<file path="src/rtl/approx_err_monitor.sv">
// Error-statistics collector behind a WIDTH-bit approximate adder: count, error count, max and sum of |approx-exact|.
// Optional worst-case-sample capture (wce_a/wce_b/wce_approx) under APPROX_ERR_MONITOR_WCE_EN.
module approx_err_monitor #(
  parameter int WIDTH = 16,
  parameter int CNT_W = 32,
  parameter int ACC_W = 48
) (
  input  logic             clk,
  input  logic             rst_n,
  input  logic             start,
  input  logic [CNT_W-1:0] num_samples,
  input  logic             in_valid,
  output logic             in_ready,
  input  logic [WIDTH-1:0] in_a,
  input  logic [WIDTH-1:0] in_b,
  input  logic [WIDTH:0]   in_approx,
  output logic             busy,
  output logic             done,
  output logic [CNT_W-1:0] sample_cnt,
  output logic [CNT_W-1:0] err_cnt,
  output logic [WIDTH:0]   max_abs_err,
  output logic [ACC_W-1:0] sum_abs_err,
  output logic             acc_ovf
`ifdef APPROX_ERR_MONITOR_WCE_EN
  ,
  output logic [WIDTH-1:0] wce_a,
  output logic [WIDTH-1:0] wce_b,
  output logic [WIDTH:0]   wce_approx
`endif
);

  localparam logic [1:0] S_IDLE  = 2'd0;
  localparam logic [1:0] S_RUN   = 2'd1;
  localparam logic [1:0] S_DRAIN = 2'd2;
  localparam logic [1:0] S_DONE  = 2'd3;

  logic [1:0]       state;
  logic [CNT_W-1:0] acc_cnt, num_lat;
  // vld_pipe[0]: stage 1 holds a sample; vld_pipe[1]: stage 2 folded one in last edge
  logic [1:0]       vld_pipe;
  logic [WIDTH:0]   s1_exact, s1_approx;
`ifdef APPROX_ERR_MONITOR_WCE_EN
  logic [WIDTH-1:0] s1_a, s1_b;
`endif

  logic           start_ok, accept, last;
  logic [WIDTH:0] abs_err;
  logic [ACC_W:0] sum_ext;

  assign start_ok = start && (state == S_IDLE || state == S_DONE);
  assign in_ready = (state == S_RUN) && (acc_cnt < num_lat);
  assign accept   = in_valid && in_ready;
  assign last     = accept && (acc_cnt + CNT_W'(1) == num_lat);
  assign busy     = (state == S_RUN);
  assign done     = (state == S_DONE);

  assign abs_err = (s1_approx >= s1_exact) ? s1_approx - s1_exact : s1_exact - s1_approx;
  assign sum_ext = {1'b0, sum_abs_err} + (ACC_W+1)'(abs_err);

  always_ff @(posedge clk or negedge rst_n) begin
    if (!rst_n) begin
      state   <= S_IDLE;
      acc_cnt <= '0;
      num_lat <= '0;
    end else begin
      if (accept) acc_cnt <= acc_cnt + CNT_W'(1);
      case (state)
        S_IDLE, S_DONE: if (start_ok) begin
          acc_cnt <= '0;
          num_lat <= num_samples;
          state   <= (num_samples == '0) ? S_DONE : S_RUN;
        end
        S_RUN:   if (last) state <= S_DRAIN;
        // last sample has been folded and stage 1 is empty
        S_DRAIN: if (vld_pipe == 2'b10) state <= S_DONE;
        default: state <= S_IDLE;
      endcase
    end
  end

  always_ff @(posedge clk or negedge rst_n) begin
    if (!rst_n) begin
      vld_pipe  <= '0;
      s1_exact  <= '0;
      s1_approx <= '0;
`ifdef APPROX_ERR_MONITOR_WCE_EN
      s1_a      <= '0;
      s1_b      <= '0;
`endif
    end else begin
      vld_pipe <= {vld_pipe[0], accept};
      if (accept) begin
        s1_exact  <= {1'b0, in_a} + {1'b0, in_b};
        s1_approx <= in_approx;
`ifdef APPROX_ERR_MONITOR_WCE_EN
        s1_a      <= in_a;
        s1_b      <= in_b;
`endif
      end
    end
  end

  always_ff @(posedge clk or negedge rst_n) begin
    if (!rst_n) begin
      sample_cnt  <= '0;
      err_cnt     <= '0;
      max_abs_err <= '0;
      sum_abs_err <= '0;
      acc_ovf     <= 1'b0;
`ifdef APPROX_ERR_MONITOR_WCE_EN
      wce_a       <= '0;
      wce_b       <= '0;
      wce_approx  <= '0;
`endif
    end else if (start_ok) begin
      sample_cnt  <= '0;
      err_cnt     <= '0;
      max_abs_err <= '0;
      sum_abs_err <= '0;
      acc_ovf     <= 1'b0;
`ifdef APPROX_ERR_MONITOR_WCE_EN
      wce_a       <= '0;
      wce_b       <= '0;
      wce_approx  <= '0;
`endif
    end else if (vld_pipe[0]) begin
      sample_cnt <= sample_cnt + CNT_W'(1);
      if (abs_err != '0) err_cnt <= err_cnt + CNT_W'(1);
      if (abs_err > max_abs_err) begin
        max_abs_err <= abs_err;
`ifdef APPROX_ERR_MONITOR_WCE_EN
        wce_a      <= s1_a;
        wce_b      <= s1_b;
        wce_approx <= s1_approx;
`endif
      end
      if (sum_ext[ACC_W]) begin
        sum_abs_err <= '1;
        acc_ovf     <= 1'b1;
      end else begin
        sum_abs_err <= sum_ext[ACC_W-1:0];
      end
    end
  end

endmodule

</file>
<file path="config.mk">
export PLATFORM = sky130hd
export DESIGN_NAME = approx_err_monitor
export DESIGN_NICKNAME = d
export VERILOG_FILES = /design/src/rtl/approx_err_monitor.sv
export SDC_FILE = /design/constraint.sdc
export NUM_CORES = 1
export LEC_CHECK = 0
export ABC_AREA = 1
export CAP_MARGIN = 40
export CORE_UTILIZATION = 52
export DETAILED_ROUTE_END_ITERATION = 8
export PLACE_DENSITY = 0.78
export SYNTH_ARGS = -nofsm -noshare
export SYNTH_HDL_FRONTEND = slang
export SYNTH_SLANG_ARGS = --single-unit
</file>
<file path="constraint.sdc">
create_clock -name clk -period 3.57 [get_ports clk]
set_clock_uncertainty 0.1 [all_clocks]
set_input_delay 0.714 -clock clk [delete_from_list [all_inputs] [get_ports clk]]
set_output_delay 0.714 -clock clk [all_outputs]
set_load 0.03 [all_outputs]
</file>
# After elaboration in Yosys (flattened, before gate mapping)
# Index checks and enable logic that the tools add are counted.
# word_totals
inputBits,85
ff_bits,232
# classes
addsub,7
magnitude_cmp,3
eq_ne,8
reduce_logical,18
n_mux,23
# ops
operator,n
$mux W32,8
$mux W48,3
$add A32 B1 Y32 const B,3
$mux W17,4
$add A48 B17 Y49,1
$sub A17 B17 Y17,2
$eq A32 B32 Y1,1
$logic_not A32 Y1,1
$lt A32 B32 Y1,1
$add A16 B16 Y17,1
$ge A17 B17 Y1,1
$gt A17 B17 Y1,1
$reduce_bool A17 Y1,1
$mux W2,4
$reduce_and A2 Y1,4
$reduce_bool A2 Y1,4
$eq A2 B2 Y1 const B,3
$pmux W2 S3,1
$logic_and A1 B1 Y1,4
$ne A2 B2 Y1 const B,2
$mux W1,3
$reduce_and A3 Y1,1
$eq A2 B1 Y1 const B,1
$logic_not A2 Y1,1
other kinds (3),3

# Logic depth before layout (Yosys ltp)
# Gate-level depths: netlist of the first run.
# logic_depth
word_depth,6
ltp_mapped,30
ltp_nobuf,28

# Worst setup path before layout of the first run
# No wires, ideal clock.
# synth_timing
kind,register to register
start,reg s1_exact[10]
end,reg sum_abs_err[35]
stages_incl_launch_ff,24
arrival_ns,3.644
setup_ns,0.087
path_buffers,3
required_ns,3.383
slack_ns,-0.260
period_less_slack_ns,3.830
cell_sequence,dfrtp_1 inv_1 ha_1 buf_2 nand2_2 nor2_1 and2_1 nand3_1 nand3_1 nor2_4 buf_6 nand2_1 o21ai_2 fa_1 inv_1 nand3_1 nand2_1 a21oi_1 o21bai_1 inv_1 o21ai_1 nand4_1 clkbuf_1 o211ai_1
# synth_between
elab_chain_cells,6
word_cells_on_any_way,8
classes_between,3 x add/sub; 1 x order compare; 4 x mux
# synth_rtl
item,line_no,text
"start, declared",41,"logic [WIDTH:0] s1_exact, s1_approx;"
"start signal, assigned",93,"s1_exact <= {1'b0, in_a} + {1'b0, in_b};"
$sub A17 B17 Y17 / $ge A17 B17 Y1 (equally long branches),57,assign abs_err = (s1_approx >= s1_exact) ? s1_approx - s1_exact : s1_exact - s1_approx;
$mux W17 *,57,
$add A48 B17 Y49 *,58,"assign sum_ext = {1'b0, sum_abs_err} + (ACC_W+1)'(abs_err);"
$mux W48 *,137,if (sum_ext[ACC_W]) begin
$mux W48 *,126,end else if (vld_pipe[0]) begin
$mux W48 *,115,end else if (start_ok) begin
"end signal, assigned",141,sum_abs_err <= sum_ext[ACC_W-1:0];
"end, declared",22,"output logic [ACC_W-1:0] sum_abs_err,"
# Every way passes the cells marked *; elsewhere a longest branch is shown, timed or not. The select of a mux whose other input is x is not followed.
# A chain may end at the register's enable or synchronous reset.

# Worst setup path in the final report of the first run
# layout_timing
start,reg s1_approx[4]
end,reg sum_abs_err[7]
# layout_between
elab_chain_cells,6
word_cells_on_any_way,8
classes_between,3 x add/sub; 1 x order compare; 4 x mux
# layout_rtl
item,line_no,text
"start, declared",41,
"start signal, assigned",94,s1_approx <= in_approx;
$sub A17 B17 Y17 / $ge A17 B17 Y1 (equally long branches),57,
$mux W17 *,57,
$add A48 B17 Y49 *,58,
$mux W48 *,137,
$mux W48 *,126,
$mux W48 *,115,
# Marks and branches as above.

==> run metrics, run 1 <==
status=finished, violations left; failing checks=setup timing; Area Growth Syn to Fin=40.47%; peak supply drop=940.4 µV; CP arrival=4390 ps; Clock transition at path regs=70 ps; Post-Route WL=59.35 mm; total CTS buffers=29; Tot Pwr=29.99 mW; Die Span X=185.5 µm; Yosys reg bits=232; RSZ-0062 raised after global routing=true; Pwr per Cell Area=1219 nW/µm²; top cell type's share of synthesized area=0.3315; DPL Wire Length=42.24 mm; P_sw=14.38 mW; root buffer cell=clkbuf_16; core area=32,870 µm²; clock sinks=232; fin. max-slew vios=0; Clk network pwr share=0.108; cell taking the most area after synthesis=dfrtp_1; Post-Syn Nets=2,803; drt pass-1 iters=8; Mean Syn Cell Area=6.758 µm²; most instantiated cells after synthesis=nand2_1 (757), inv_1 (352), nor2_1 (241); worst-skew pair later-pin latency=570 ps; Site Rows=66; Worst-Margin Slew=835.7 ps; Routed WL per cell=16.87 µm; Via-to-Cell Ratio=5.601; final period utilization=1.135; Die Area=34,420 µm²; CTS tree=yes; R2R Path End=sum_abs_err[7]$_DFFE_PN0P_; Synth Cell Area=17,520 µm²; R2R Setup Slk=-480 ps; Reg2Reg Depth=24; total gr overflow=0; CP endpoint kind=flip-flop; Power Internal=15.61 mW; DRC violation count after routing=0; Area contributors post-synth=dfrtp_1 (33%), nand2_1 (16%), ha_1 (8.7%); sequential share of the synthesized area=0.3315; Final Hold Viols=0; Hold WC Path Type=input port to asynchronous set/reset pin; Crit path required time=3910 ps; share of power burned in registers=0.131; switch share=0.4794; Initial Util=0.5329; first-pass GRT wire length=92.62 mm; CP Class=flip-flop to flip-flop; YS warnings=0; FFs w/ async S/R, synth=1.000; Core Util, Final=0.7486; Post-synth EDFFs=0; count leader, synth=nand2_1; Hold Buf Count CTS=0; I/O Buffers=217; # IOs=218; worst setup margin=-482.2 ps; largest net degree at the start of global routing=77; fin crit period=4052 ps; H-Tree Depth=1; gr usage total=0.3342; reg2reg start=s1_approx[4]$_DFFE_PN0P_; vias in the first global route=18,850; synth unique cells=49; via count=19,700; combinational share of power=0.760; Max-slew headroom=0.4423; Final nets=3,267; crit path max fanout=5; Gate Count Post-Synth=2,592; Initial DRC Count=1,869; Hold WS=37.95 ps; post-route ant nets=0; GPL Wtd Cong=0.9814; LEAKAGE=11.72 nW; DIE HEIGHT=185.5 µm; Peak Freq=246.8 MHz; Max-Cap Viols=0; final setup fails=66; ratio of cells with drive above 1 in the final layout=0.1893; Startpoint Class=flip-flop; dominant synthesized flop cell=dfrtp_1; Clock Tree Buf Depth=3; initial antenna violation count=1
-- power by group through the flow --
stage          clock [mW]  sequential (mW)  combinational [mW]
6_report             3.25             3.94                22.8
5_1_grt              3.36             4.01                24.4
4_1_cts              3.28             3.90                20.0
3_5_place_dp            0             3.90                17.7
3_3_place_gp            0             3.86                17.3
2_1_floorplan           0             3.95                9.90
-- area by class of cell --
class,count,area [µm²]
Multi-Input combinational cell,1932,11250
Fill cell,2547,8262
Sequential cell,232,5807
Timing Repair Buffer,499,4579
Inverter,362,1361
Clock buffer,38,829.5
Tap cell,442,553.0
Clock inverter,12,219.0
Antenna cell,1,2.502
-- per-stage QoR --
step | cells | TNS (ps) | area, µm² | setup WS [ps]
finish | 3518 | -25130 | 24600 | -482.2
global route | 3518 | -33300 | 24600 | -572.2
CTS | 3493 | -13170 | 23950 | -270.4
detailed placement | 3394 | -21790 | 21840 | -473.8
global placement | 3394 | -15600 | 21840 | -404.7
floorplan | 2592 | -1059 | 17790 | -34.36
-- layer usage --
metal / vias to the layer above / routed length (µm) / track usage
li1: 9373 / - / -
met1: 9234 / 24640 / 0.4334
met2: 902 / 27980 / 0.5672
met3: 194 / 4224 / 0.04676
met4: 0 / 2501 / 0.1203
met5: - / 0 / 0
-- cell usage in the layout, fill, tap and decap left out, types with 5 or more instances in the layout --
cell,n
nand2_2,47
buf_12,10
bufinv_16,6
o21ai_2,8
nor2_1,213
dfrtp_1,231
o21ai_1,19
nand3_1,161
inv_1,323
a21oi_4,10
nor2_4,9
nand4_1,41
a21oi_1,128
a211oi_1,21
nand3_2,12
o211ai_1,26
nor3b_1,5
clkbuf_8,7
buf_4,251
nor2_2,25
xnor2_1,14
nor3_1,49
nand2_4,17
buf_6,14
o21bai_1,5
nor4_1,14
o21a_1,7
o22ai_1,9
ha_4,32
a21oi_2,13
ha_1,88
a21o_1,10
clkbuf_16,29
inv_2,38
o22ai_2,9
nand2_1,699
clkdlybuf4s50_1,215
o21ai_0,140
xor2_1,51
-- state kept, by name (all words and copies together), names as in the netlist --
signal	count
acc_cnt	32
acc_ovf	1
err_cnt	32
max_abs_err	17
num_lat	32
s1_approx	17
s1_exact	17
sample_cnt	32
state	2
sum_abs_err	48
vld_pipe	2
-- what timing repair did --
action | 4_1_cts | 5_1_grt
setup buffers | 43 | 26
pin swaps | 26 | 53
cloned | 6 | 0
setup endpoints to repair | 67 | 67
resized for setup | 147 | 130
-- kinds of logic (layout without fill, tap and decap cells) --
kind of cell | after synthesis | in the layout | share of synthesized area
buf+inv | 428 | 911 | 0.09458
xor+xnor | 66 | 66 | 0.03300
simple gates | 1311 | 1311 | 0.3116
other cells | 0 | 1 | 0
compound gates | 429 | 429 | 0.1377
flops | 232 | 232 | 0.3315
fa+ha+maj | 126 | 126 | 0.09172
-- worst max path at each step --
stage | start | to | depth (start not counted)
3_5_place_dp | s1_exact[5]$_DFFE_PN0P_ | sum_abs_err[45]$_DFFE_PN0P_ | 24
6_report | s1_approx[4]$_DFFE_PN0P_ | sum_abs_err[7]$_DFFE_PN0P_ | 24
2_1_floorplan | s1_exact[5]$_DFFE_PN0P_ | sum_abs_err[35]$_DFFE_PN0P_ | 24
4_1_cts | s1_approx[8]$_DFFE_PN0P_ | sum_abs_err[7]$_DFFE_PN0P_ | 26
3_3_place_gp | s1_exact[4]$_DFFE_PN0P_ | sum_abs_err[19]$_DFFE_PN0P_ | 25
5_1_grt | s1_approx[8]$_DFFE_PN0P_ | sum_abs_err[11]$_DFFE_PN0P_ | 24
-- critical path: stages (launching register included) --
cell      delay, ps
dfrtp_1         410
ha_4            290
buf_6           120
a21oi_4         140
a21oi_4          80
nor2_4          150
nor2_4           60
nor2_4          210
buf_12          150
buf_6            90
o21ai_4          50
buf_6           130
fa_2            390
inv_2           100
nand3_4          80
nand2_4          80
a21oi_4          60
o21bai_1        210
inv_1           110
o21ai_2         210
nand4_1         120
buf_6           180
buf_12          140
buf_6           120
o211ai_1        130
(Power assumes the default switching activity.)
==> run 2: changes to the inputs <==
Settings changed: SKIP_LAST_GASP set to 1.
==> run 2 against run 1 <==
Against the previous run: the run still ends with setup timing left; critical path depth down 1; die area unchanged; first-iteration DRC count is 0.80% lower; utilization grew 1.3 points; sequential cell count unchanged; maximum frequency decreased by 1.0%; largest cell class unchanged; register-to-register slack got worse by 40 ps.
==> run metrics, run 2 (synthesized netlist as in run 1, its figures left out) <==
status=finished, violations left; failing checks=setup timing; final setup fails=66 (unchanged); Startpoint Class=flip-flop; drt pass-1 iters=5 (-3); Worst path slowest cell=dfrtp_1; Final nets=3,273 (+0.18%); most common cell after layout, fill and taps aside=nand2_1; root buffer cell=clkbuf_16; Via-to-Cell Ratio=5.660 (+1.1%); total gr overflow=0 (unchanged); Peak Freq=244.2 MHz (-1.0%); Post-Route WL=60.76 mm (+2.4%); Initial DRC Count=1,854 (-0.80%); CP endpoint kind=flip-flop; clock sinks=232 (unchanged); total CTS buffers=29 (unchanged); critical-path cell list=inv_2 -> ha_4 -> buf_4 -> nand2_1 -> nor2_1 -> nand3_2 -> nand3_2 -> nor2_4 -> buf_12 -> buf_6 -> nand2_2 -> nand2_2 -> inv_2 -> ha_4 -> nand2_1 -> o21ai_1 -> a21oi_2 -> buf_4 -> o21ai_0 -> inv_1 -> o21a_1 -> xor2_1 -> o211ai_1; reg2reg start=s1_exact[2]$_DFFE_PN0P_; I/O Buffers=217 (unchanged); largest net degree at the start of global routing=77 (unchanged); DPL Wire Length=42.24 mm (unchanged); Clock Tree Buf Depth=3 (unchanged); crit path max fanout=6 (+1); ratio of cells with drive above 1 in the final layout=0.2064 (+0.01716); Core Util, Final=0.7613 (+0.01268); most frequent cells in the layout=nand2_1 (677), inv_1 (320), buf_4 (246), dfrtp_1 (231), clkdlybuf4s50_1 (215); CP Class=flip-flop to flip-flop; R2R Setup Slk=-530 ps (-40 ps); Routed WL per cell=17.24 µm (+2.2%); DIE HEIGHT=185.5 µm (unchanged); max reg flops=48 (unchanged); core area=32,870 µm² (unchanged); worst setup margin=-525.1 ps (-42.87 ps); vias in the first global route=18,770 (-0.40%); post-route ant nets=0 (unchanged); CTS tree=yes; Area Growth Syn to Fin=42.85%; Hold WC Path Type=input port to asynchronous set/reset pin; R2R Path End=sum_abs_err[9]$_DFFE_PN0P_; Final Hold Viols=0 (unchanged); setup TNS=-21,750 ps (+3378 ps); GPL Wtd Cong=0.9814 (unchanged); DRC violation count after routing=0 (unchanged); Worst path max stage delay=390 ps (-20 ps); Die Span X=185.5 µm (unchanged); CP arrival=4420 ps (+30 ps); fin crit period=4095 ps (+42.87 ps); gr usage total=0.3342 (about the same); Reg2Reg Depth=23 (-4.2%); Die Area=34,420 µm² (unchanged); Worst-Margin Slew=836.3 ps (+0.5934 ps); Max-slew headroom=0.4419 (about the same); # IOs=218 (unchanged); Max-Cap Viols=0 (unchanged); Clock transition at path regs=70 ps (about the same); worst-skew pair later-pin latency=580 ps (about the same); Initial Util=0.5329 (unchanged); initial antenna violation count=1 (unchanged); Largest Register=sum_abs_err; H-Tree Depth=1 (unchanged); RSZ-0062 raised after global routing=true; first-pass GRT wire length=92.58 mm (about the same); via count=19,950 (+1.2%); final period utilization=1.147 (+0.01201); fin. max-slew vios=0 (unchanged); Site Rows=66 (unchanged); Crit path required time=3900 ps (about the same)
==> run 2: cell count changes in the layout (fill, tap and decap cells not counted), sizes merged <==
cell | previous run | this run
buf | 281 | 288
bufbuf | 2 | 0
dlymetal6s2s | 0 | 1
==> run 2: how the worst max path moves through the flow <==
stage	from	end	cells after the start
global route	s1_exact[4]$_DFFE_PN0P_	sum_abs_err[4]$_DFFE_PN0P_	28
finish	s1_exact[2]$_DFFE_PN0P_	sum_abs_err[9]$_DFFE_PN0P_	23
CTS	s1_approx[8]$_DFFE_PN0P_	sum_abs_err[40]$_DFFE_PN0P_	27
global placement	s1_exact[4]$_DFFE_PN0P_	sum_abs_err[19]$_DFFE_PN0P_	25
detailed placement	s1_exact[5]$_DFFE_PN0P_	sum_abs_err[45]$_DFFE_PN0P_	24
floorplan	s1_exact[5]$_DFFE_PN0P_	sum_abs_err[35]$_DFFE_PN0P_	24
==> run 2: what timing repair did <==
action,CTS,global route
buffers inserted,43,32
setup endpoints to repair,67,67
gates resized for setup,134,222
hold buffers,0,0
pin swaps,22,86
gates cloned,6,1
==> run 2: per-layer routing <==
layer | track usage | vias up | wire length [µm]
met5 | 0 | - | 0
met4 | 0.1141 | 0 | 2738
met3 | 0.04676 | 196 | 4650
met2 | 0.5685 | 1010 | 28700
met1 | 0.4346 | 9345 | 24660
li1 | - | 9395 | -
==> run 2: through the flow <==
stage / instances / setup WS (ps) / hold slack, ps / instance area, µm²
after global placement: 3394 / -404.7 / 365.0 / 21840
after global routing: 3524 / -606.0 / 75.61 / 25020
after detailed placement: 3394 / -473.8 / 368.4 / 21840
after CTS: 3493 / -296.7 / 51.42 / 23920
final: 3524 / -525.1 / 28.45 / 25020
after floorplan: 2592 / -34.36 / 318.4 / 17790
==> run 2: worst max-delay path: cells and delay by family, from the launching register on <==
family | cells | cell delay (ps)
compound gates | 5 | 990
fa+ha+maj | 2 | 530
buf+inv | 7 | 900
simple gates | 8 | 870
xor+xnor | 1 | 190
flops | 1 | 390
==> run 2: area by class of cell <==
| cell class | count | area [µm²] |
|---|---|---|
| Clock buffer | 38 | 829.5 |
| Timing Repair Buffer | 505 | 4661 |
| Inverter | 362 | 1366 |
| Sequential cell | 232 | 5807 |
| Antenna cell | 1 | 2.502 |
| Clock inverter | 12 | 219.0 |
| Multi-Input combinational cell | 1932 | 11580 |
| Fill cell | 2433 | 7845 |
| Tap cell | 442 | 553.0 |
Power of run 2 is left out: the tool's default activity adds up to more than one toggle a clock period on the data nets, which glitch-free logic cannot reach.
==> run 3: changes to the inputs <==
Settings changed: CORE_UTILIZATION 52 to 35, PLACE_DENSITY 0.78 to unset, SKIP_LAST_GASP 1 to unset.
==> run 3 against run 2 <==
Against the previous run: the run still ends with setup timing left; critical path depth grew 1; sequential share of layout area about the same; via count down 6.3%; final area increased by 0.18%; worst setup slack gained 400 ps; maximum frequency is 11% higher; first-iteration DRC count down 34%; die area is 48% higher; non-clock buffer count is 28 lower; largest cell class unchanged.
==> run metrics, run 3 (synthesized netlist as in run 1, its figures left out) <==
status=finished, violations left; failing checks=setup timing; crit path max fanout=9 (+3); Site Rows=81 (+23%); clock sinks=232 (unchanged); H-Tree Depth=1 (unchanged); Startpoint Class=flip-flop; CP endpoint kind=flip-flop; worst-skew pair later-pin latency=600 ps (+20 ps); fin crit period=3699 ps (-395.6 ps); RSZ-0062 raised after global routing=true; initial antenna violation count=2 (+1); ratio of cells with drive above 1 in the final layout=0.2024 (-0.004007); Peak Freq=270.3 MHz (+11%); Clock Tree Buf Depth=3 (unchanged); Routed WL per cell=16.00 µm (-7.2%); Pwr per Cell Area=1220 nW/µm²; Max-slew headroom=0.3891 (-0.05279); largest net degree at the start of global routing=99 (+29%); post-route ant nets=0 (unchanged); Worst-Margin Slew=916.4 ps (+80.11 ps); core area=49,150 µm² (+50%); Final Hold Viols=0 (unchanged); Max-Cap Viols=0 (unchanged); # IOs=218 (unchanged); R2R Setup Slk=-130 ps (+400 ps); Area Growth Syn to Fin=43.11%; I/O Buffers=217 (unchanged); fin. max-slew vios=0 (unchanged); DIE HEIGHT=225.7 µm (+22%); worst setup margin=-129.4 ps (+395.6 ps); Inst Count DP=3,618 (+6.6%); Via-to-Cell Ratio=5.020 (-11%); setup TNS=-5509 ps (+16,240 ps); LEAKAGE=11.67 nW; max reg flops=48 (unchanged); Largest Register=sum_abs_err; gr usage total=0.2305 (-0.1037); peak supply drop=1020 µV; CP arrival=4080 ps (-340 ps); Crit path required time=3950 ps (+50 ps); Die Area=50,940 µm² (+48%); DPL Wire Length=44.63 mm (+5.7%); root buffer cell=clkbuf_16; drt pass-1 iters=5 (unchanged); CP Class=flip-flop to flip-flop; final period utilization=1.036 (-0.1108); most frequent cells in the layout=nand2_1 (678), inv_1 (313), buf_4 (233), dfrtp_1 (230), clkdlybuf4s50_1 (215); Final nets=3,246 (-0.82%); post-route insts no fill=3,724 (+5.7%); most common cell after layout, fill and taps aside=nand2_1; first-pass GRT wire length=94.77 mm (+2.4%); Clock transition at path regs=60 ps (about the same); via count=18,700 (-6.3%); Initial Util=0.3563 (-0.1766); GPL Wtd Cong=0.9309 (-5.1%); total gr overflow=0 (unchanged); Die Span X=225.7 µm (+22%); Hold WC Path Type=flip-flop to flip-flop; Post-Route WL=59.57 mm (-2.0%); vias in the first global route=18,300 (-2.5%); DRC violation count after routing=0 (unchanged); final setup fails=65 (-1.5%); total CTS buffers=30 (+3.4%); CTS tree=yes; Initial DRC Count=1,228 (-34%)
[run 3: where the power goes]
| group | total (mW) | switching (mW) | internal [mW] |
|---|---|---|---|
| logic | 23.3 | 12.7 | 10.6 |
| clock network | 3.32 | 1.29 | 2.03 |
| registers | 3.94 | 0.662 | 3.28 |
[run 3: area by class of cell]
type | count | area, µm²
repair buffers | 477 | 4338
flip-flops and latches | 232 | 5808
clock buffers | 39 | 844.6
clock inverters | 16 | 236.5
inverters | 362 | 1371
fillers | 4698 | 24090
well taps | 664 | 830.8
diodes | 2 | 5.005
multi-input cells | 1932 | 11630
[run 3: final timing paths]
check | cells after the start | from | to
min in group asynchronous | 2 | rst_n | sum_abs_err[4]$_DFFE_PN0P_
setup / recovery | 24 | s1_exact[8]$_DFFE_PN0P_ | sum_abs_err[8]$_DFFE_PN0P_
hold reg to reg | 2 | num_lat[4]$_DFFE_PN0P_ | num_lat[4]$_DFFE_PN0P_
max in group asynchronous | 3 | rst_n | err_cnt[29]$_DFFE_PN0P_
hold / removal | 2 | num_lat[4]$_DFFE_PN0P_ | num_lat[4]$_DFFE_PN0P_
setup reg to reg | 24 | s1_exact[8]$_DFFE_PN0P_ | sum_abs_err[8]$_DFFE_PN0P_
[run 3: what timing repair did]
action                                  4_1_cts  5_1_grt
hold buffers                                  1        0
buffers inserted                             25       21
pin swaps                                    42       88
cloned                                        3        1
endpoints found under the setup margin       67       84
hold endpoints to repair                     43        0
resized for setup                           181      183
[run 3: metrics by stage]
step	cell area, µm²	worst slack [ps]	power (mW)	util	hold slack [ps]
6_report	25070	-129.4	30.59	0.5100	393.6
5_1_grt	25070	-304.3	32.95	0.5100	427.4
4_1_cts	24260	-130.6	27.90	0.4936	396.9
3_5_place_dp	22130	-635.1	21.68	0.4502	382.2
3_3_place_gp	22100	-521.4	21.42	0.4495	371.8
2_1_floorplan	17790	-34.36	13.85	-	318.4
[run 3: layer usage]
layer	vias up	global-route usage	part of all wire
met5	-	0	0
met4	0	0.07878	0.030
met3	103	0.02355	0.047
met2	524	0.3861	0.47
met1	8725	0.3081	0.45
li1	9343	-	-
[run 3: critical path: stages (launching register included)]
cell	delay [ps]
dfrtp_1	390
inv_2	80
ha_4	220
nand2_4	100
inv_4	40
a21oi_4	180
nand2_2	80
nor2_4	150
nor2_4	70
nor2_4	190
clkbuf_16	200
nand2_4	50
nand2_4	110
inv_4	40
ha_4	310
nand3_4	90
nand2_4	80
a21oi_4	70
o21bai_4	160
inv_2	80
o21ai_4	200
nand4_1	160
buf_6	200
buf_8	140
o211ai_1	90
